### src/rtl/logic_capture_ts_if.sv
// -----------------------------------------------------------------------------
// logic_capture_ts_if
// Sample-memory write port of the logic capture block. The capture engine
// drives it as master; the block RAM wrapper (or a bench monitor) is the slave.
//
// Signals:
//   dataout  record {delta timestamp, channel sample}
//   we       write enable, one cycle per record
//   en       memory enable, always equal to we
//   address  write address (record index)
// -----------------------------------------------------------------------------
interface logic_capture_ts_if #(
  parameter int CH_WIDTH   = 8,
  parameter int ADDR_WIDTH = 18,
  parameter int TS_WIDTH   = 16
);
  logic [TS_WIDTH+CH_WIDTH-1:0] dataout;
  logic                         we;
  logic                         en;
  logic [ADDR_WIDTH-1:0]        address;

  modport master (output dataout, we, en, address);
  modport slave  (input  dataout, we, en, address);
endinterface

### src/rtl/logic_capture_ts.sv
// -----------------------------------------------------------------------------
// logic_capture_ts
// Timestamped logic analyser capture engine. Probe inputs are synchronised,
// compared against their previous value, and every cycle in which an enabled
// channel changes produces one {delta, sample} record into block RAM, where
// delta is the number of cycles since the previous record. Long quiet periods
// emit wrap records when delta saturates. Capture stops when the memory is
// full, on host stop, or on reset.
//
// Optional feature: define LOGIC_CAPTURE_TRIGGER_EN to build the ARMED state
// and the rising/falling edge trigger driven by config1. Without it, start
// goes straight to capture, config1 is ignored and status[1] reads 0.
//
// Ports:
//   clk      sole clock, rising edge
//   reset    synchronous active-high reset
//   status   [0] capturing, [1] armed, [2] done/full, [3] stopped by host,
//            [31:8] record count (low 24 bits)
//   control  [0] start, [1] stop (levels, stop has priority)
//   config0  [CH_WIDTH-1:0] channel enable mask
//   config1  [CH_WIDTH-1:0] rise trigger mask, [16+:CH_WIDTH] fall trigger mask
//   datain   asynchronous probe inputs
//   mem      record write port (dataout, we, en, address)
// -----------------------------------------------------------------------------
module logic_capture_ts #(
  parameter int CH_WIDTH   = 8,
  parameter int ADDR_WIDTH = 18,
  parameter int TS_WIDTH   = 16
) (
  input  logic                clk,
  input  logic                reset,
  output logic [31:0]         status,
  input  logic [31:0]         control,
  input  logic [31:0]         config0,
  input  logic [31:0]         config1,
  input  logic [CH_WIDTH-1:0] datain,
  logic_capture_ts_if.master  mem
);

  typedef enum logic [1:0] {
    ST_IDLE,
    ST_ARMED,
    ST_CAPTURE,
    ST_DONE
  } state_t;

  state_t                state_reg;
  logic [CH_WIDTH-1:0]   s1_reg;
  logic [CH_WIDTH-1:0]   s2_reg;
  logic [CH_WIDTH-1:0]   prev_reg;
  logic [CH_WIDTH-1:0]   samp_reg;
  logic                  change_reg;
  logic [ADDR_WIDTH:0]   count_reg;
  logic [TS_WIDTH-1:0]   delta_reg;
  logic                  stopped_reg;
  logic                  we_reg;
  logic [TS_WIDTH+CH_WIDTH-1:0] dataout_reg;
  logic [ADDR_WIDTH-1:0] address_reg;

  logic [CH_WIDTH-1:0]   change_bits;
  logic [31:0]           count_ext;
  logic                  armed_flag;
  logic                  unused_bits;

  genvar gi;

  // Per-channel change detect; masked channels are still sampled into the
  // record but can never cause one.
  generate
    for (gi = 0; gi < CH_WIDTH; gi++) begin : g_change
      assign change_bits[gi] = (s2_reg[gi] ^ prev_reg[gi]) & config0[gi];
    end
  endgenerate

`ifdef LOGIC_CAPTURE_TRIGGER_EN
  logic [CH_WIDTH-1:0] rise_mask;
  logic [CH_WIDTH-1:0] fall_mask;
  logic [CH_WIDTH-1:0] edge_hit;
  logic                trig_reg;
  logic                masks_zero;

  assign rise_mask  = config1[CH_WIDTH-1:0];
  assign fall_mask  = config1[16 +: CH_WIDTH];
  assign masks_zero = (rise_mask == '0) && (fall_mask == '0);

  generate
    for (gi = 0; gi < CH_WIDTH; gi++) begin : g_trig
      assign edge_hit[gi] = (s2_reg[gi] & ~prev_reg[gi] & rise_mask[gi]) |
                            (~s2_reg[gi] & prev_reg[gi] & fall_mask[gi]);
    end
  endgenerate

  assign armed_flag = (state_reg == ST_ARMED);
`else
  assign armed_flag = 1'b0;
`endif

  // Decisions (trigger, change, entry record) are all taken from the third
  // pipeline stage (samp/change/trig regs) so the sample written always
  // matches the compare that caused it, and the change that fires a trigger
  // is absorbed into the entry record instead of producing a duplicate.
  always_ff @(posedge clk) begin
    if (reset) begin
      state_reg   <= ST_IDLE;
      s1_reg      <= '0;
      s2_reg      <= '0;
      prev_reg    <= '0;
      samp_reg    <= '0;
      change_reg  <= 1'b0;
      count_reg   <= '0;
      delta_reg   <= '0;
      stopped_reg <= 1'b0;
      we_reg      <= 1'b0;
      dataout_reg <= '0;
      address_reg <= '0;
`ifdef LOGIC_CAPTURE_TRIGGER_EN
      trig_reg    <= 1'b0;
`endif
    end else begin
      s1_reg     <= datain;
      s2_reg     <= s1_reg;
      prev_reg   <= s2_reg;
      samp_reg   <= s2_reg;
      change_reg <= |change_bits;
`ifdef LOGIC_CAPTURE_TRIGGER_EN
      trig_reg   <= |edge_hit;
`endif
      we_reg     <= 1'b0;

      if (control[1]) begin
        state_reg   <= ST_IDLE;
        stopped_reg <= 1'b1;
      end else begin
        case (state_reg)
          ST_IDLE, ST_DONE: begin
            if (control[0]) begin
              count_reg   <= '0;
              address_reg <= '0;
              delta_reg   <= '0;
              stopped_reg <= 1'b0;
`ifdef LOGIC_CAPTURE_TRIGGER_EN
              state_reg   <= ST_ARMED;
`else
              // Entry record at index 0 with zero delta.
              state_reg   <= ST_CAPTURE;
              we_reg      <= 1'b1;
              dataout_reg <= {{TS_WIDTH{1'b0}}, samp_reg};
              count_reg   <= (ADDR_WIDTH+1)'(1);
              delta_reg   <= TS_WIDTH'(1);
`endif
            end
          end
`ifdef LOGIC_CAPTURE_TRIGGER_EN
          ST_ARMED: begin
            // With no trigger channels selected, fire on the next cycle.
            if (trig_reg || masks_zero) begin
              state_reg   <= ST_CAPTURE;
              we_reg      <= 1'b1;
              dataout_reg <= {{TS_WIDTH{1'b0}}, samp_reg};
              address_reg <= '0;
              count_reg   <= (ADDR_WIDTH+1)'(1);
              delta_reg   <= TS_WIDTH'(1);
            end
          end
`endif
          ST_CAPTURE: begin
            // A saturated delta forces a wrap record; if a change coincides
            // it is the same single record.
            if (change_reg || (&delta_reg)) begin
              we_reg      <= 1'b1;
              dataout_reg <= {delta_reg, samp_reg};
              address_reg <= count_reg[ADDR_WIDTH-1:0];
              count_reg   <= count_reg + (ADDR_WIDTH+1)'(1);
              delta_reg   <= TS_WIDTH'(1);
              // Last slot written: count MSB sets, capture halts and the
              // address is left on the final slot.
              if (&count_reg[ADDR_WIDTH-1:0]) begin
                state_reg <= ST_DONE;
              end
            end else begin
              delta_reg <= delta_reg + TS_WIDTH'(1);
            end
          end
          default: begin
          end
        endcase
      end
    end
  end

  assign count_ext = 32'(count_reg);

  assign status = {count_ext[23:0], 4'b0000, stopped_reg,
                   (state_reg == ST_DONE), armed_flag,
                   (state_reg == ST_CAPTURE)};

  assign mem.dataout = dataout_reg;
  assign mem.we      = we_reg;
  assign mem.en      = we_reg;
  assign mem.address = address_reg;

  // Register bits the function does not use (upper control/config bits,
  // count bits beyond the status field).
  assign unused_bits = ^{control, config0, config1, count_ext};

endmodule

### src/flat_wrapper.sv
// flat-port wrapper written by rule: the top's interface ports become plain ports
module logic_capture_ts_flat 
#(
  parameter int CH_WIDTH   = 8,
  parameter int ADDR_WIDTH = 18,
  parameter int TS_WIDTH   = 16
)
  (clk, reset, status, control, config0, config1, datain, mem_dataout, mem_we, mem_en, mem_address);
  logic_capture_ts_if #(.CH_WIDTH(CH_WIDTH), .ADDR_WIDTH(ADDR_WIDTH), .TS_WIDTH(TS_WIDTH)) mem_i ();
  input  logic clk;
  input  logic reset;
  output logic [31:0] status;
  input  logic [31:0] control;
  input  logic [31:0] config0;
  input  logic [31:0] config1;
  input  logic [CH_WIDTH-1:0] datain;
  output wire logic [$bits(mem_i.dataout)-1:0] mem_dataout;
  output wire logic [$bits(mem_i.we)-1:0] mem_we;
  output wire logic [$bits(mem_i.en)-1:0] mem_en;
  output wire logic [$bits(mem_i.address)-1:0] mem_address;
  assign mem_dataout = mem_i.dataout;
  assign mem_we = mem_i.we;
  assign mem_en = mem_i.en;
  assign mem_address = mem_i.address;
  logic_capture_ts #(.CH_WIDTH(CH_WIDTH), .ADDR_WIDTH(ADDR_WIDTH), .TS_WIDTH(TS_WIDTH)) u_core (.clk(clk), .reset(reset), .status(status), .control(control), .config0(config0), .config1(config1), .datain(datain), .mem(mem_i));
endmodule
### config.mk
export PLATFORM = sky130hd
export DESIGN_NAME = logic_capture_ts_flat
export DESIGN_NICKNAME = d
export VERILOG_FILES = /design/src/rtl/logic_capture_ts_if.sv /design/src/rtl/logic_capture_ts.sv /design/src/flat_wrapper.sv
export SDC_FILE = /design/constraint.sdc
export NUM_CORES = 1
export LEC_CHECK = 0
export CORE_MARGIN = 2
export CORE_UTILIZATION = 35
export CTS_CLUSTER_DIAMETER = 120
export CTS_CLUSTER_SIZE = 40
export DETAILED_ROUTE_END_ITERATION = 6
export GPL_ROUTABILITY_DRIVEN = 0
export PLACE_DENSITY = 0.7
export SETUP_SLACK_MARGIN = 0.15
export SLEW_MARGIN = 10
export SYNTH_ARGS = -nofsm -noshare
export SYNTH_HDL_FRONTEND = slang
export SYNTH_SLANG_ARGS = --single-unit
### constraint.sdc
create_clock -name clk -period 2 [get_ports clk]
set_clock_uncertainty 0.05 [all_clocks]
set_input_delay 0.4 -clock clk [delete_from_list [all_inputs] [get_ports clk]]
set_output_delay 0.4 -clock clk [all_outputs]
set_load 0.01 [all_outputs]
==> run metrics, run 1 <==
max incr delay on CP=roughly 590 ps; CTS Buf Count=9; Final WS setup=-305.9 ps; initial core utilization=a little over a third; Final Util=roughly 54%; number of synthesized flops with an enable pin=0; WHS=386.5 ps; fmax=433.7 MHz; sequential-to-total area share from yosys stat=48.43%; critical path required time=approximately 2200 ps; Syn Area/Cell=about 8.5 um^2; worst min path class=reg2reg; worst-skew pair later-pin latency=approximately 350 ps; ant diodes=0; initial antenna violation count=0; clock-pin slew on the worst setup and hold paths=approximately 70 ps; reg2reg start=u_core.delta_reg[7]$_SDFFE_PP0P_; CTS Root Cell=clkbuf_16; end of the worst register-to-register path=u_core.count_reg[7]$_SDFFE_PP0P_; critical path startpoint category=register; period utilization=115.3%; HP Start=u_core.s1_reg[2]$_SDFF_PP0_; crit path buf inv count=0; Layout Nets=roughly 770; IO Count=approximately 180; Vias=between 4000 and 5000; Sink Count=~110; all-layer global routing usage=17.64%; H-tree depth=3; post-detail-place hpwl=between 7 and 8 mm; core area=roughly 12000 um^2; CP cell instances=nand4_1 -> or4_4 -> a211o_4 -> or4b_1 -> a31oi_1; CTS Buffer Depth=2; Initial DRC Count=211; hold depth=1; CTS tree=yes; ys async rst share=0%; most frequent cells in the layout=dfxtp_1 (97), nand2_1 (75), buf_4 (68); Vias/cell=~5.0; final wirelength=12.22 mm; gr ovfl total=0; post-synth cell types=just over 50; vias in the first global route=3922; Max Cap Viol=0; share of layout cells above drive strength 1=between 10% and 20%; Pins Over Slew Limit=0; Post-Syn Area=4382 um^2; DP Worst Slack=-360.7 ps; commonest non-fill, non-tap cell in the layout=dfxtp_1; max reg flops=24; # DRC=0; worst path arrival time=about 2500 ps; Period minus WS final=roughly 2300 ps; placement row count=40; YS warnings=0; slowest CP cell=or4_4; final instance area=roughly 6500 um^2; Placed Area=5864 um^2; leakage power=2.577 nW; reg2reg setup slack=-310 ps; hold endpoint=u_core.s2_reg[2]$_SDFF_PP0_; Worst R2R Path Depth=5; WL/cell=about 15 um; most used flip-flop cell after synthesis=dfxtp_1; RSZ-0062 raised after global routing=true; CP Max Fanout=6; failing checks=setup timing; synthesized instance count=roughly 520; Fillers=between 1000 and 1500; synthesis-stage register bit count=approximately 110; full die area=about 13000 um^2; Die Y=roughly 120 um; worst vdd ir=0.4616 mV; largest net degree at the start of global routing=93; DRT Pass-1 Iters=4; Power Density=685.1 nW/um^2; first-pass GRT wire length=~19 mm; final hold vios=0; Power Total=about 0.0044 W; critical path type=reg2reg; CP delay by family, top=simple AND/OR/NAND/NOR gates; port bufs=85; area delta synth->final=48.14%; status=complete, but fails checks; Final setup viols=62; post-detailed-route count of antenna-violating nets=0; Die X=between 100 and 150 um; Crit. End Element=register
## synthesized netlist by cell type (2+ instances only)
cell type,n,area (um^2)
o32ai_1,3,26.28
a2111oi_0,2,17.52
xnor2_1,13,113.9
xor2_1,9,78.83
or4b_1,4,40.04
nand2_1,76,285.3
inv_1,6,22.52
buf_4,12,90.09
nor3b_1,3,22.52
a22oi_1,4,30.03
dfxtp_1,106,2122
buf_2,2,10.01
o311ai_0,2,17.52
a21oi_1,50,250.2
or2_2,2,12.51
mux2i_1,2,20.02
or3_1,3,18.77
a31oi_1,8,50.05
nor2b_1,25,156.4
ha_1,5,62.56
nand4_1,10,62.56
and2_1,7,43.79
o21ai_0,4,20.02
nor3_1,7,35.03
nand4b_1,5,43.79
clkbuf_1,30,112.6
nor2_1,30,112.6
and3_1,4,25.02
nand3_1,59,295.3
a211oi_1,2,15.01
## routing by layer
layer | up-vias | part of all wire [%] | GRT usage [%]
met2 | 126 | 49 | 29.04
li1 | 2042 | - | -
met5 | - | 0 | 0
met4 | 0 | 1.7 | 6.667
met3 | 16 | 6.4 | 5.073
met1 | 1942 | 43 | 21.98
## worst reg2reg max path, stage by stage (launching register included)
cell     delay, ps
dfxtp_2        330
nand4_1        170
or4_4          590
a211o_4        400
or4b_1         520
a31oi_1        180
## through the flow
step           cells  TNS (ps)
2_1_floorplan    525     -1730
3_3_place_gp     799    -12440
3_5_place_dp     799    -14320
4_1_cts          823    -11690
5_1_grt          830    -15820
6_report         830    -11960
## how the worst max path moves through the flow
stage                                                   end                             start  slack (ps)  depth (start not counted)
after floorplan           u_core.count_reg[11]$_SDFFE_PP0P_  u_core.delta_reg[0]$_SDFFE_PP0P_        -210                          7
after global placement    u_core.count_reg[15]$_SDFFE_PP0P_                        control[0]        -390                          7
after detailed placement  u_core.count_reg[15]$_SDFFE_PP0P_                        control[0]        -360                          7
after CTS                  u_core.count_reg[7]$_SDFFE_PP0P_  u_core.delta_reg[6]$_SDFFE_PP0P_        -270                          5
after global routing      u_core.count_reg[11]$_SDFFE_PP0P_  u_core.delta_reg[7]$_SDFFE_PP0P_        -350                          5
final                      u_core.count_reg[7]$_SDFFE_PP0P_  u_core.delta_reg[7]$_SDFFE_PP0P_        -310                          5
## area by class of cell
cell class,instances,area [um^2],area share (%)
clock buffer,11,242.7,3.739
tap,168,210.2,3.238
sequential,106,2133,32.86
clock inverter,5,77.57,1.195
inverter,7,26.28,0.4048
timing repair buffer,167,1658,25.54
multi-input combinational,366,2143,33.02
## cell families after synthesis
kind of cell	after synthesis	synth area share, %
compound gates	84	11.51
xor+xnor	22	4.398
fa+ha+maj	5	1.428
buf+inv	53	5.797
flops	106	48.43
mux	2	0.4569
other cells	1	0.08558
simple gates	243	27.90
## where the power goes
part / total [W] / leakage, nW / switching (W) / internal, W
registers: 0.00216 / 0.863 / 0.0000181 / 0.00214
clock network: 0.00189 / 0.156 / 0.000766 / 0.00113
logic: 0.000394 / 1.56 / 0.000204 / 0.000190
total: 0.00445 / 2.58 / 0.000988 / 0.00346
## repair_timing
action | in CTS | in global routing
pin swaps | 8 | 34
buffers inserted | 7 | 4
endpoints found under the setup margin | 70 | 81
resized for setup | 19 | 29
gates cloned | 1 | 3
hold buffers | 0 | 0
No activity file was read; power rests on OpenSTA's default activity.
==> run 2, diff against run 1 <==
==> constraint.sdc (replaced) <==
create_clock -name clk -period 1.86 [get_ports clk]
set_clock_uncertainty 0.05 [all_clocks]
set_input_delay 0.372 -clock clk [delete_from_list [all_inputs] [get_ports clk]]
set_output_delay 0.372 -clock clk [all_outputs]
set_load 0.01 [all_outputs]
==> run metrics, run 2 (synthesis gave the netlist of run 1 again) <==
Period minus WS final=2382 ps (+76.10 ps); max incr delay on CP=520 ps (-70 ps); Gate power share=11.6% (+2.7 points); Sw Ratio=25.49% (+3.3 points); all-layer global routing usage=20.29% (+2.6 points); DRT Pass-1 Iters=4 (unchanged); Relative slew margins=about 59%; critical path startpoint category=register; clock-pin slew on the worst setup and hold paths=80 ps (about the same); H-tree depth=3 (unchanged); Vias=4462 (+8.1%); power share of the clock group=41.4% (-1.2 points); cts hold-fix bufs=0 (unchanged); Fillers=965 (-14%); final wirelength=14.85 mm (+21%); Layout Nets=798 (+3.9%); area delta synth->final=70.42%; IO Count=182 (unchanged); post-detailed-route count of antenna-violating nets=0 (unchanged); core area=12110 um^2 (unchanged); worst vdd ir=0.6637 mV (+44%); CTS Buf Count=9 (unchanged); Initial DRC Count=226 (+7.1%); switching pwr=0.001259 W (+27%); Worst-Margin Slew=about 620 ps; Die Y=115.9 um (unchanged); gr ovfl total=0 (unchanged); period utilization=128.1% (+13 points); Flop pwr share=47.0% (-1.6 points); Worst R2R Path Depth=6 (+1); worst-skew pair later-pin latency=360 ps (about the same); Final WS setup=-522.0 ps (-216.1 ps); # DRC=0 (unchanged); post-detail-place hpwl=8.282 mm (+5.1%); final hold vios=0 (unchanged); Sink Count=106 (unchanged); status=complete, but fails checks; leakage power=2.906 nW (+13%); largest net degree at the start of global routing=51 (-45%); Final setup viols=80 (+29%); final instance area=7467 um^2 (+15%); worst path arrival time=2620 ps (+90 ps); hold endpoint=u_core.s2_reg[0]$_SDFF_PP0_; share of layout cells above drive strength 1=39.16% (+20 points); Die X=115.9 um (unchanged); ant diodes=0 (unchanged); RSZ-0062 raised after global routing=true; failing checks=setup timing; commonest non-fill, non-tap cell in the layout=dfxtp_1; initial antenna violation count=0 (unchanged); end of the worst register-to-register path=u_core.count_reg[7]$_SDFFE_PP0P_; critical path type=reg2reg; CTS tree=yes; max reg flops=24 (unchanged); Pint=0.003680 W (+6.4%); HP Start=u_core.s1_reg[0]$_SDFF_PP0_; CP Max Fanout=5 (-1); CTS Root Cell=clkbuf_16; Final Util=61.65% (+8.1 points); slowest CP cell=or4b_4; CTS Buffer Depth=2 (unchanged); worst min path class=reg2reg; Placed Area=5909 um^2 (+0.77%); Power Density=661.4 nW/um^2 (-3.5%); DP Worst Slack=-551.2 ps (-190.5 ps); reg2reg start=u_core.delta_reg[0]$_SDFFE_PP0P_; setup TNS=-33920 ps (-21950 ps); hold depth=1 (unchanged); WHS=390.4 ps (+3.846 ps); Pins Over Slew Limit=0 (unchanged); placement row count=40 (unchanged); port bufs=85 (unchanged); most frequent cells in the layout=dfxtp_1 (97), buf_4 (67), nand2_1 (65); vias in the first global route=4457 (+14%); WL/cell=17.26 um (+17%); Crit. End Element=register; first-pass GRT wire length=21.65 mm (+16%); fmax=419.8 MHz (-3.2%); full die area=13430 um^2 (unchanged); reg2reg setup slack=-520 ps (-220 ps); CP cell instances=ha_4 -> nand4_1 -> or4_4 -> a211o_4 -> or4b_4 -> a31oi_2; initial core utilization=36.18% (unchanged); Vias/cell=5.188 (+4.4%); critical path required time=2100 ps (-120 ps); Max Cap Viol=0 (unchanged)
==> run 2: cell count changes in the layout (fill, tap and decap cells not counted), sizes merged, moves of 2 or more <==
| cell | change |
|---|---|
| buf | +30 |
| clkbuf | -2 |
| clkdlybuf4s50 | -13 |
| clkinv | -2 |
| dlygate4sd2 | +13 |
| dlymetal6s2s | -2 |
| inv | +5 |
==> run 2: layer usage <==
metal	vias to the layer above	share of wire (%)	track usage [%]
met5	-	0	0
met4	0	1.3	6.190
met3	16	5.3	5.387
met2	140	53	36.10
met1	2199	40	23.91
li1	2107	-	-
==> run 2: how the worst max path moves through the flow <==
stage                                     startpoint                                 to  slack [ps]  depth (start not counted)
finish              u_core.delta_reg[0]$_SDFFE_PP0P_   u_core.count_reg[7]$_SDFFE_PP0P_        -520                          6
global route        u_core.delta_reg[0]$_SDFFE_PP0P_  u_core.count_reg[11]$_SDFFE_PP0P_        -590                          6
CTS                 u_core.delta_reg[0]$_SDFFE_PP0P_   u_core.count_reg[7]$_SDFFE_PP0P_        -410                          6
detailed placement                        control[0]  u_core.count_reg[15]$_SDFFE_PP0P_        -550                          7
global placement                          control[0]  u_core.count_reg[15]$_SDFFE_PP0P_        -540                          7
floorplan           u_core.delta_reg[0]$_SDFFE_PP0P_  u_core.count_reg[11]$_SDFFE_PP0P_        -350                          7
==> run 2: power by group through the flow <==
stage                     Combinational, W  Sequential, W  Clock, W
after floorplan                   0.000206        0.00237         0
after global placement            0.000340        0.00237         0
after detailed placement          0.000346        0.00237         0
after CTS                         0.000456        0.00232   0.00209
after global routing              0.000605        0.00233   0.00219
final                             0.000573        0.00232   0.00204
==> run 2: layout make-up <==
| type | count | area, um^2 | share of cell area [%] |
|---|---|---|---|
| timing repair buffer | 196 | 1994 | 26.71 |
| multi-input combinational | 367 | 2788 | 37.33 |
| tap | 168 | 210.2 | 2.815 |
| inverter | 7 | 26.28 | 0.3519 |
| clock inverter | 6 | 76.32 | 1.022 |
| sequential | 106 | 2133 | 28.57 |
| clock buffer | 10 | 239.0 | 3.200 |
==> run 2: worst max-delay path: cells and delay by family (launching register included) <==
kind	cells	cell delay [ps]
compound gates	2	600
fa+ha+maj	1	130
flops	1	360
simple gates	3	1180
==> run 2: metrics by stage <==
step / total power [W] / cells
finish: 0.004939 / 860
global placement: 0.002711 / 806
detailed placement: 0.002719 / 806
floorplan: 0.002579 / 525
CTS: 0.004863 / 847
global route: 0.005123 / 860
==> run 2: timing repair <==
item	in CTS	in global routing
gates cloned	7	2
pin swaps	68	68
resized for setup	133	115
setup buffers	18	11
hold endpoints to repair	0	0
endpoints found under the setup margin	102	92
